==> config.mk <==
export PLATFORM = sky130hd
export DESIGN_NAME = uart_port_ctrl
export DESIGN_NICKNAME = d
export VERILOG_FILES = /design/src/rtl/uart_port_ctrl.sv
export SDC_FILE = /design/constraint.sdc
export NUM_CORES = 1
export LEC_CHECK = 0
export BUFFER_PORTS_ARGS = -buffer_cell sky130_fd_sc_hd__buf_2
export CAP_MARGIN = 15
export CELL_PAD_IN_SITES_DETAIL_PLACEMENT = 0
export CELL_PAD_IN_SITES_GLOBAL_PLACEMENT = 1
export CORE_UTILIZATION = 39
export CTS_CLUSTER_DIAMETER = 120
export DETAILED_ROUTE_END_ITERATION = 8
export GPL_TIMING_DRIVEN = 1
export PLACE_DENSITY = 0.8
export SYNTH_ARGS = -nofsm -noshare
export SYNTH_HDL_FRONTEND = slang
export SYNTH_SLANG_ARGS = --single-unit
==> constraint.sdc <==
create_clock -name clk_50m -period 8.3 [get_ports clk_50m]
set_clock_uncertainty 0.1 [all_clocks]
set_input_delay 0.415 -clock clk_50m [delete_from_list [all_inputs] [get_ports clk_50m]]
set_output_delay 0.415 -clock clk_50m [all_outputs]
set_load 0.02 [all_outputs]
==> src/rtl/uart_port_ctrl.sv <==
// uart_port_ctrl: round-robin TX arbitration onto one uart plus RX byte capture
// with valid/ready hand-off, busy-timeout and overrun flags.
module uart_port_ctrl #(
  parameter int NUM_REQ      = 4,
  parameter int BUSY_TIMEOUT = 64
) (
  input  logic                 clk_50m,
  input  logic                 rst_n,
  input  logic [NUM_REQ-1:0]   req_valid,
  input  logic [8*NUM_REQ-1:0] req_data,
  output logic [NUM_REQ-1:0]   req_ack,
  output logic                 tx_err,
  input  logic                 err_clr,
  output logic [7:0]           uart_din,
  output logic                 uart_wr_en,
  input  logic                 uart_tx_busy,
  input  logic [7:0]           uart_dout,
  input  logic                 uart_rdy,
  output logic                 uart_rdy_clr,
  output logic [7:0]           rx_data,
  output logic                 rx_valid,
  input  logic                 rx_ready,
  output logic                 rx_overrun
);
  localparam int PW = $clog2(NUM_REQ);
  localparam int CW = $clog2(BUSY_TIMEOUT);
  localparam logic [1:0] IDLE = 2'd0;
  localparam logic [1:0] LOAD = 2'd1;
  localparam logic [1:0] WAIT = 2'd2;
  localparam logic [1:0] BUSY = 2'd3;

  logic [1:0]         state;
  logic [PW-1:0]      ptr, off, gnt_idx, nxt_ptr;
  logic [PW:0]        sum;
  logic [NUM_REQ-1:0] rot, gnt_oh;
  logic [CW-1:0]      cnt;
  logic [7:0]         req_bytes [NUM_REQ];
  logic               found, grant, timeout, rdy_q, rise, ovr_hit;

  for (genvar g = 0; g < NUM_REQ; g++) begin : g_bytes
    assign req_bytes[g] = req_data[8*g +: 8];
  end

  // rotate so bit 0 is the requester at ptr; lowest set bit wins
  assign rot = NUM_REQ'({req_valid, req_valid} >> ptr);

  always_comb begin
    found = 1'b0;
    off   = '0;
    for (int k = NUM_REQ - 1; k >= 0; k--)
      if (rot[k]) begin
        found = 1'b1;
        off   = PW'(k);
      end
  end

  assign sum     = {1'b0, ptr} + {1'b0, off};
  assign gnt_idx = (sum >= (PW+1)'(NUM_REQ)) ? PW'(sum - (PW+1)'(NUM_REQ)) : sum[PW-1:0];
  assign nxt_ptr = (gnt_idx == PW'(NUM_REQ - 1)) ? '0 : gnt_idx + 1'b1;
  assign gnt_oh  = {{(NUM_REQ-1){1'b0}}, 1'b1} << gnt_idx;
  assign grant   = (state == IDLE) && found && !uart_tx_busy;
  // wr_en cycle plus BUSY_TIMEOUT-1 WAIT cycles without tx_busy
  assign timeout = (state == WAIT) && !uart_tx_busy && (cnt == CW'(BUSY_TIMEOUT - 2));

  always_ff @(posedge clk_50m or negedge rst_n)
    if (!rst_n) begin
      state      <= IDLE;
      ptr        <= '0;
      cnt        <= '0;
      uart_din   <= '0;
      uart_wr_en <= 1'b0;
      req_ack    <= '0;
      tx_err     <= 1'b0;
    end else begin
      req_ack    <= grant ? gnt_oh : '0;
      uart_wr_en <= grant;
      tx_err     <= timeout | (tx_err & ~err_clr);
      if (grant) begin
        uart_din <= req_bytes[gnt_idx];
        ptr      <= nxt_ptr;
      end
      case (state)
        IDLE:    state <= grant ? LOAD : IDLE;
        LOAD: begin
          state <= WAIT;
          cnt   <= '0;
        end
        WAIT: begin
          state <= uart_tx_busy ? BUSY : (timeout ? IDLE : WAIT);
          cnt   <= cnt + 1'b1;
        end
        default: state <= uart_tx_busy ? BUSY : IDLE;
      endcase
    end

  assign rise    = uart_rdy & ~rdy_q;
  assign ovr_hit = rise & rx_valid & ~rx_ready;

  always_ff @(posedge clk_50m or negedge rst_n)
    if (!rst_n) begin
      rdy_q        <= 1'b0;
      uart_rdy_clr <= 1'b0;
      rx_data      <= '0;
      rx_valid     <= 1'b0;
      rx_overrun   <= 1'b0;
    end else begin
      rdy_q        <= uart_rdy;
      uart_rdy_clr <= rise;
      rx_overrun   <= ovr_hit | (rx_overrun & ~err_clr);
      if (rise && !ovr_hit) begin
        rx_data  <= uart_dout;
        rx_valid <= 1'b1;
      end else if (rx_valid && rx_ready) begin
        rx_valid <= 1'b0;
      end
    end
endmodule
; ---- Word-level counts from Yosys, hierarchy flattened
; Cells that the tools add are included.
[totals]
register_bits = 36
inputBits = 50
out_inout_bits = 25
word_cells = 68
[op_classes]
add_sub_neg = 4
order_cmp = 2
eq_ne = 4
n_shift = 2
n_mux = 22
bitwise_logic = 11
reduce_logical = 11
[op_table]
columns = op, count
row1 = $mux W2, 9
row2 = $bmux W8 S2, 1
row3 = $mux W8, 2
row4 = $pmux W6 S2, 1
row5 = $shr A8 B2 Y4, 1
row6 = $mux W1, 7
row7 = $add A6 B1 Y6 const B, 1
row8 = $eq A6 B6 Y1 const B, 1
row9 = $ge A3 B3 Y1 const B, 2
row10 = $logic_and A1 B1 Y1, 6
row11 = $pmux W2 S3, 1
row12 = $and A1 B1 Y1, 5
row13 = $eq A2 B2 Y1 const B, 2
row14 = $mux W4, 1
row15 = $reduce_bool A2 Y1, 2
row16 = $shl A1 B2 Y4 const A, 1
row17 = $add A2 B2 Y3, 1
row18 = $not A1 Y1, 3
row19 = $not A2 Y3, 1
row20 = $add A2 B1 Y2 const B, 1
row21 = $eq A2 B1 Y1 const B, 1
row22 = $logic_not A1 Y1, 2
row23 = $logic_not A2 Y1, 1
row24 = $or A1 B1 Y1, 2
row25 = $sub A2 B1 Y2 const B, 1

; ---- Longest topological paths before layout
; Gate-level depths: netlist (run 1).
[depth]
word_depth = 12
depth_mapped = 13
ltp_nobuf = 12

; ---- Worst setup path before layout (run 1)
; OpenSTA, ideal clock, no wires.
[synth_timing]
kind = reg2reg
startpoint = reg ptr[0]
endpoint = reg req_ack[2]
setup_ns = 0.119
arrival_time_ns = 2.527
path_slack_ns = 5.554
stages_incl_launch_ff = 12
path_buffers = 3
synth_period_minus_slack_ns = 2.746
cell_sequence = dfrtp_1 -> buf_4 -> nor2b_1 -> a221oi_1 -> a21oi_1 -> a211o_1 -> ha_1 -> clkbuf_1 -> clkbuf_1 -> inv_1 -> ha_1 -> and2_1
[synth_between]
elab_chain_len = 10
word_cells_on_any_way = 17
classes_between = add/sub: 2 / order compare: 1 / shift: 2 / mux: 10 / reduce/logical: 2
[synth_rtl]
columns = item, line
row1 = "start, declared", 33  ; logic [PW-1:0] ptr, off, gnt_idx, nxt_ptr;
row2 = "start signal, assigned", 80  ; ptr <= nxt_ptr;
row3 = $shr A8 B2 Y4, 45  ; assign rot = NUM_REQ'({req_valid, req_valid} >> ptr);
row4 = $mux W2 (4 in a row), 51  ; if (rot[k]) begin
row5 = $add A2 B2 Y3, 57  ; assign sum = {1'b0, ptr} + {1'b0, off};
row6 = $ge A3 B3 Y1 / $sub A2 B1 Y2 (equally long branches), 58  ; assign gnt_idx = (sum >= (PW+1)'(NUM_REQ)) ? PW'(sum - (PW+1)'(NUM_REQ)) : sum[PW-1:0];
row7 = $mux W2, 58
row8 = $shl A1 B2 Y4, 60  ; assign gnt_oh = {{(NUM_REQ-1){1'b0}}, 1'b1} << gnt_idx;
row9 = $mux W4 (*), 75  ; req_ack <= grant ? gnt_oh : '0;
row10 = "end signal, assigned", 75
row11 = "end, declared", 11  ; output logic [NUM_REQ-1:0] req_ack,
; Mark *: on every way between the ends. The rest lies on a longest branch, timed or not.
; A chain may end at the register's enable or synchronous reset.

; ---- Final worst setup path (run 1)
[layout_timing]
startpoint = reg ptr[0]
endpoint = reg uart_din[6]
[layout_between]
elab_chain_len = 12
word_cells_on_any_way = 19
classes_between = add/sub: 2 / order compare: 1 / shift: 1 / mux: 12 / bitwise: 1 / reduce/logical: 2
[layout_rtl]
columns = item, line
row1 = $shr A8 B2 Y4, 45
row2 = $mux W2 (4 in a row), 51
row3 = $add A2 B2 Y3, 57
row4 = $ge A3 B3 Y1 / $sub A2 B1 Y2 (equally long branches), 58
row5 = $mux W2, 58
row6 = $not A2 Y3 (not written as such), 79  ; uart_din <= req_bytes[gnt_idx];
row7 = $bmux W8 S2, 79
row8 = $mux W8 (not written as such) (2 in a row), 79
row9 = "end signal, assigned", 79
row10 = "end, declared", 14  ; output logic [7:0] uart_din,
; Parallel ways exist; a longest one is shown, timed or not. The select of a mux whose other input is x is not followed.

==> metrics.txt, run 1 <==
hold buffers post-CTS 0; Arr. time, crit path 3060 ps; fmax 330 MHz; Clock transition at path regs 70 ps; TritonCTS Buffers 5; internal power 452 uW; drt first-iter violations 89; Critical Setup Path Class reg -> reg; area leader, netlist dfrtp_1; GRT Util Overall 17.6%; H-tree depth 2; Final Wtd Congestion 0.785; post-layout util 52.0%; Syn-to-layout area delta 24.6%; clk sinks 36; Mapped Nets 259; Final setup viols 0; clock latency at the later pin of the worst-skew pair 280 ps; Mapped Cells 201; synthesis warning total 0; # resized after CTS 0; CTS max path bufs 2; fin area 2520 um2; critical path endpoint category flop; slew margin rel. 31.4%; Die W 74.0 um; Hold Crit Class in -> async; post-DR wirelength/cell 12.6 um; worst-margin pin slew 1030 ps; die area 5480 um2; DRC Markers 0; detailed-route via count 1,695; antenna-violating nets left 0; CTS tree yes; power per cell area 323 nW/um2; Reg power frac 32.3%; max-slew violations 0; Netlist Area Pre-Place 2020 um2; Critical Path Source Type flop; commonest register cell after synthesis dfrtp_1; DR vias/cell 4.99; clk root buf clkbuf_8; site row count 25; buffers added on ports 74; synth top area cells dfrtp_1, nor2b_1, ha_1; sum of negative setup slack 0 ps; Async S/R FF share, synth 100%; RSZ-0062 raised after global routing no; Comb pwr share 52.4%; post-synth top area share 44.6%; Post-DP HPWL 3120 um; register bit count reported by yosys 36; CP required 8330 ps; Pre-antenna DRT Iters 4; sequential element share of the synthesized area 44.6%; Final period util 36.5%; layout cells sized above 1 35.5%; # Post-CTS Setup Buffers 0; Clk network pwr share 15.4%; VDD IR max 0.000131 V; total congestion overflow 0; initial antenna violation count 0; LEAKAGE 1.20 nW; Routed Wire Length 4280 um; vias in the first global route 1,631; Antenna diodes 0; cell total after placement 332; max cap viols 0; crit path time final 3030 ps; Final Non-Filler Cells 340; most frequent cells in the layout buf_2, dfrtp_1, nand2_1, nor2b_1; most common cell after layout, fill and taps aside buf_2; status complete, no violations; final-report hold violation count 0; Switching Fraction 44.4%; initial core utilization 41.7%; Core ar. 4850 um2; Max FO, Critical Path 36; Nets 330; first-pass GRT wire length 7290 um; sw power 361 uW; Post-synth EDFFs 0; Post-DP Area 2430 um2; worst hold slack 105 ps; largest net degree at the start of global routing 37; Yosys cell types 38; height of the die 74.0 um; I/O Pins 75; Avg Inst Size Synth 10.1 um2
[cell usage after synthesis, types with 3 or more instances]
| master | instances |
|---|---|
| a2111oi_0 | 8 |
| a21oi_1 | 3 |
| a221oi_1 | 9 |
| buf_4 | 3 |
| clkbuf_1 | 7 |
| dfrtp_1 | 36 |
| ha_1 | 8 |
| inv_1 | 11 |
| mux2_2 | 8 |
| nand2_1 | 23 |
| nand3_1 | 3 |
| nor2_1 | 6 |
| nor2b_1 | 22 |
| nor3_1 | 4 |
| o21ai_0 | 11 |
| o31ai_1 | 9 |
[final cells by class]
type,count,area [um2]
clock buffers,6,82.6
flip-flops and latches,36,901
well taps,67,83.8
repair buffers,74,370
fillers,456,2330
clock inverters,2,10.0
inverters,11,41.3
multi-input cells,144,1030
[routing by layer]
layer  part of all wire, %  vias up  GRT usage, %
met3                   5.8        7          4.34
met4                   2.0        0          7.91
met1                    49      758          23.4
li1                      -      869             -
met2                    43       61          27.0
met5                     0        -             0
[worst paths after layout]
path                                    startpoint                       to  slack [ps]  depth (start not counted)
setup / recovery                ptr[0]$_DFFE_PN0P_  uart_din[6]$_DFFE_PN0P_        5270                          8
hold / removal                               rst_n       cnt[2]$_DFFE_PN0P_         100                          1
setup reg to reg                ptr[0]$_DFFE_PN0P_  uart_din[6]$_DFFE_PN0P_        5270                          8
hold reg to reg            uart_din[3]$_DFFE_PN0P_  uart_din[3]$_DFFE_PN0P_         390                          2
max in group asynchronous                    rst_n     req_ack[1]$_DFF_PN0_        7490                          1
min in group clk_50m                      uart_rdy          rdy_q$_DFF_PN0_         150                          1
[state kept, by name, summed over array words and instances (netlist names)]
name / cells
rx_valid: 1
cnt: 6
uart_rdy_clr: 1
ptr: 2
uart_wr_en: 1
rx_data: 8
state: 2
rx_overrun: 1
tx_err: 1
rdy_q: 1
req_ack: 4
uart_din: 8
[critical path, cell delays in order (launching register included)]
cell and delay, ps:
dfrtp_1 500, nor2b_1 190, a221oi_1 230, a21oi_1 60
a211o_1 280, ha_1 970, nor2b_1 90, a2111oi_0 320
o31ai_1 130
[logic make-up after synthesis]
family,synth area share [%]
simple gates,21.1
compound gates,18.7
flops,44.6
buf+inv,4.46
mux,4.95
fa+ha+maj,4.95
xor+xnor,1.30
[metrics by stage]
step | worst slack [ps] | total power, mW
global route | 4910 | 0.896
floorplan | 5550 | 0.590
finish | 5270 | 0.813
detailed placement | 5230 | 0.695
global placement | 5320 | 0.690
CTS | 5270 | 0.821
[power by group through the flow]
stage	clock network [mW]	registers (mW)	logic [mW]
2_1_floorplan	0	0.292	0.298
3_3_place_gp	0	0.264	0.425
3_5_place_dp	0	0.264	0.431
4_1_cts	0.129	0.262	0.430
5_1_grt	0.137	0.270	0.489
6_report	0.125	0.262	0.426
Power figures use the tool's default switching activity.
==> run 2: changes to the inputs <==
CORE_UTILIZATION = 33   (was 39)
PLACE_DENSITY = 0.72   (was 0.8)
clock period = 2.6 ns   (was 8.3 ns; I/O delays follow)
==> run 2 against run 1 <==
Net effect:
- sequential power rose to 3.1 times the previous value
- global-route usage fell by 2.0 points
- combinational power rose to 4.2 times the previous value
- non-clock buffer count rose by 22
- worst setup slack got worse by 5200 ps
- via count rose by 6.2%
- critical endpoint is now uart_din[7]$_DFFE_PN0P_
==> metrics.txt, run 2 (synthesized netlist as in run 1, its figures left out) <==
max cap viols 0; fin area 2790 um2; worst-margin pin slew 798 ps; worst reg2reg setup slack 120 ps; Arr. time, crit path 2530 ps; Reg2Reg Launch Point ptr[0]$_DFFE_PN0P_; DRC Markers 0; GRT Util Overall 15.5%; drt first-iter violations 55; DR vias/cell 4.86; path depth of the worst reg2reg path 10; clock latency at the later pin of the worst-skew pair 290 ps; fmax 403 MHz; Clock transition at path regs 80 ps; Final period util 95.5%; crit path time final 2480 ps; Pre-antenna DRT Iters 4; Nets 352; # fillers 585; site row count 28; RSZ-0062 raised after global routing yes; clk root buf clkbuf_8; final-report hold violation count 0; CP Capture Point uart_din[7]$_DFFE_PN0P_; max-slew violations 0; antenna-violating nets left 0; Max FO, Critical Path 8; H-tree depth 2; Hold Crit Class in -> reg; VDD IR max 0.000517 V; initial core utilization 34.2%; most common cell after layout, fill and taps aside buf_2; Final Wtd Congestion 0.770; critical path's slowest cell a2111oi_0; total congestion overflow 0; height of the die 80.3 um; crit path cell chain nor2b_1, a221oi_2, a21oi_1, a211o_1, ha_4, xor2_2, buf_4, a31oi_4, a2111oi_0, o31ai_1; Critical Path Source Type flop; Syn-to-layout area delta 38.0%; most frequent cells in the layout buf_2, dfrtp_1, nor2b_1, nand2_1; biggest regs rx_data x8, uart_din x8, cnt x6; post-DR wirelength/cell 13.2 um; LEAKAGE 1.31 nW; worst reg2reg endpoint uart_din[7]$_DFFE_PN0P_; initial antenna violation count 0; Routed Wire Length 4900 um; Final setup viols 0; critical path endpoint category flop; Critical path origin ptr[0]$_DFFE_PN0P_; buffers added on ports 74; vias in the first global route 1,690; Core ar. 5920 um2; CP required 2650 ps; Post-DP Area 2540 um2; detailed-route via count 1,800; I/O Pins 75; sum of negative setup slack 0 ps; Post-DP HPWL 3620 um; power per cell area 1060 nW/um2; slew margin rel. 46.8%; CTS max path bufs 2; TritonCTS Buffers 5; post-layout util 47.1%; Critical Setup Path Class reg -> reg; largest net degree at the start of global routing 37; die area 6440 um2; Die W 80.3 um; layout cells sized above 1 39.0%; clk sinks 36; CP max stage delay 450 ps; first-pass GRT wire length 7670 um; HP Start uart_tx_busy; CTS tree yes; status complete, no violations; Antenna diodes 0
[run 2: changes by cell type in the layout (fill, tap and decap cells not counted), sizes merged]
cell and change:
buf +11, clkbuf -1, clkinv +1, dlygate4sd3 +11
[run 2: through the flow]
stage               worst slack, ps  power (mW)  cells  hold WS (ps)
floorplan                      26.7        1.91    201          -266
global placement               14.0        2.43    350           156
detailed placement            -95.0        2.46    350           162
CTS                            38.0        2.90    369          25.0
global route                  -12.9        3.19    370          32.3
finish                          117        2.97    370          30.8
[run 2: worst max-delay path, delay by kind of cell, from the launching register on]
kind,cells,cell delay (ps)
fa+ha+maj,1,190
xor+xnor,1,170
buf+inv,1,150
flops,1,420
compound gates,6,1150
simple gates,1,160
[run 2: repair_timing]
item | CTS | global route
setup buffers | 0 | 0
hold buffers | 11 | 0
endpoints found under the hold margin | 47 | 0
setup endpoints to repair | 9 | 13
gates cloned | 0 | 1
pin swaps | 1 | 2
resized for setup | 6 | 8
[run 2: final cells by class]
type / instances / area [um2] / area share (%)
tap: 75 / 93.8 / 3.36
sequential: 36 / 901 / 32.3
clock inverter: 3 / 18.8 / 0.673
multi-input combinational: 144 / 1090 / 38.9
timing repair buffer: 96 / 581 / 20.8
clock buffer: 5 / 68.8 / 2.47
inverter: 11 / 41.3 / 1.48
[run 2: where the power goes]
| group | internal [mW] | switching [mW] | total [mW] | leakage (nW) |
|---|---|---|---|---|
| sequential | 0.716 | 0.0924 | 0.808 | 0.458 |
| clock | 0.186 | 0.204 | 0.390 | 0.0479 |
| combinational | 0.762 | 1.01 | 1.77 | 0.803 |
[run 2: how the worst min path moves through the flow]
stage	end	depth (start not counted)
finish	state[0]$_DFF_PN0_	3
global route	state[0]$_DFF_PN0_	3
CTS	rx_valid$_DFFE_PN0P_	3
detailed placement	cnt[2]$_DFFE_PN0P_	1
global placement	cnt[0]$_DFFE_PN0P_	1
floorplan	cnt[0]$_DFFE_PN0P_	0
[run 2: layer usage]
layer | GRT usage [%] | share of wire [%] | vias to the layer above
met2 | 24.7 | 45 | 69
met1 | 20.2 | 47 | 810
li1 | - | - | 915
met3 | 3.75 | 6.1 | 6
met5 | 0 | 0 | -
met4 | 5.89 | 1.6 | 0
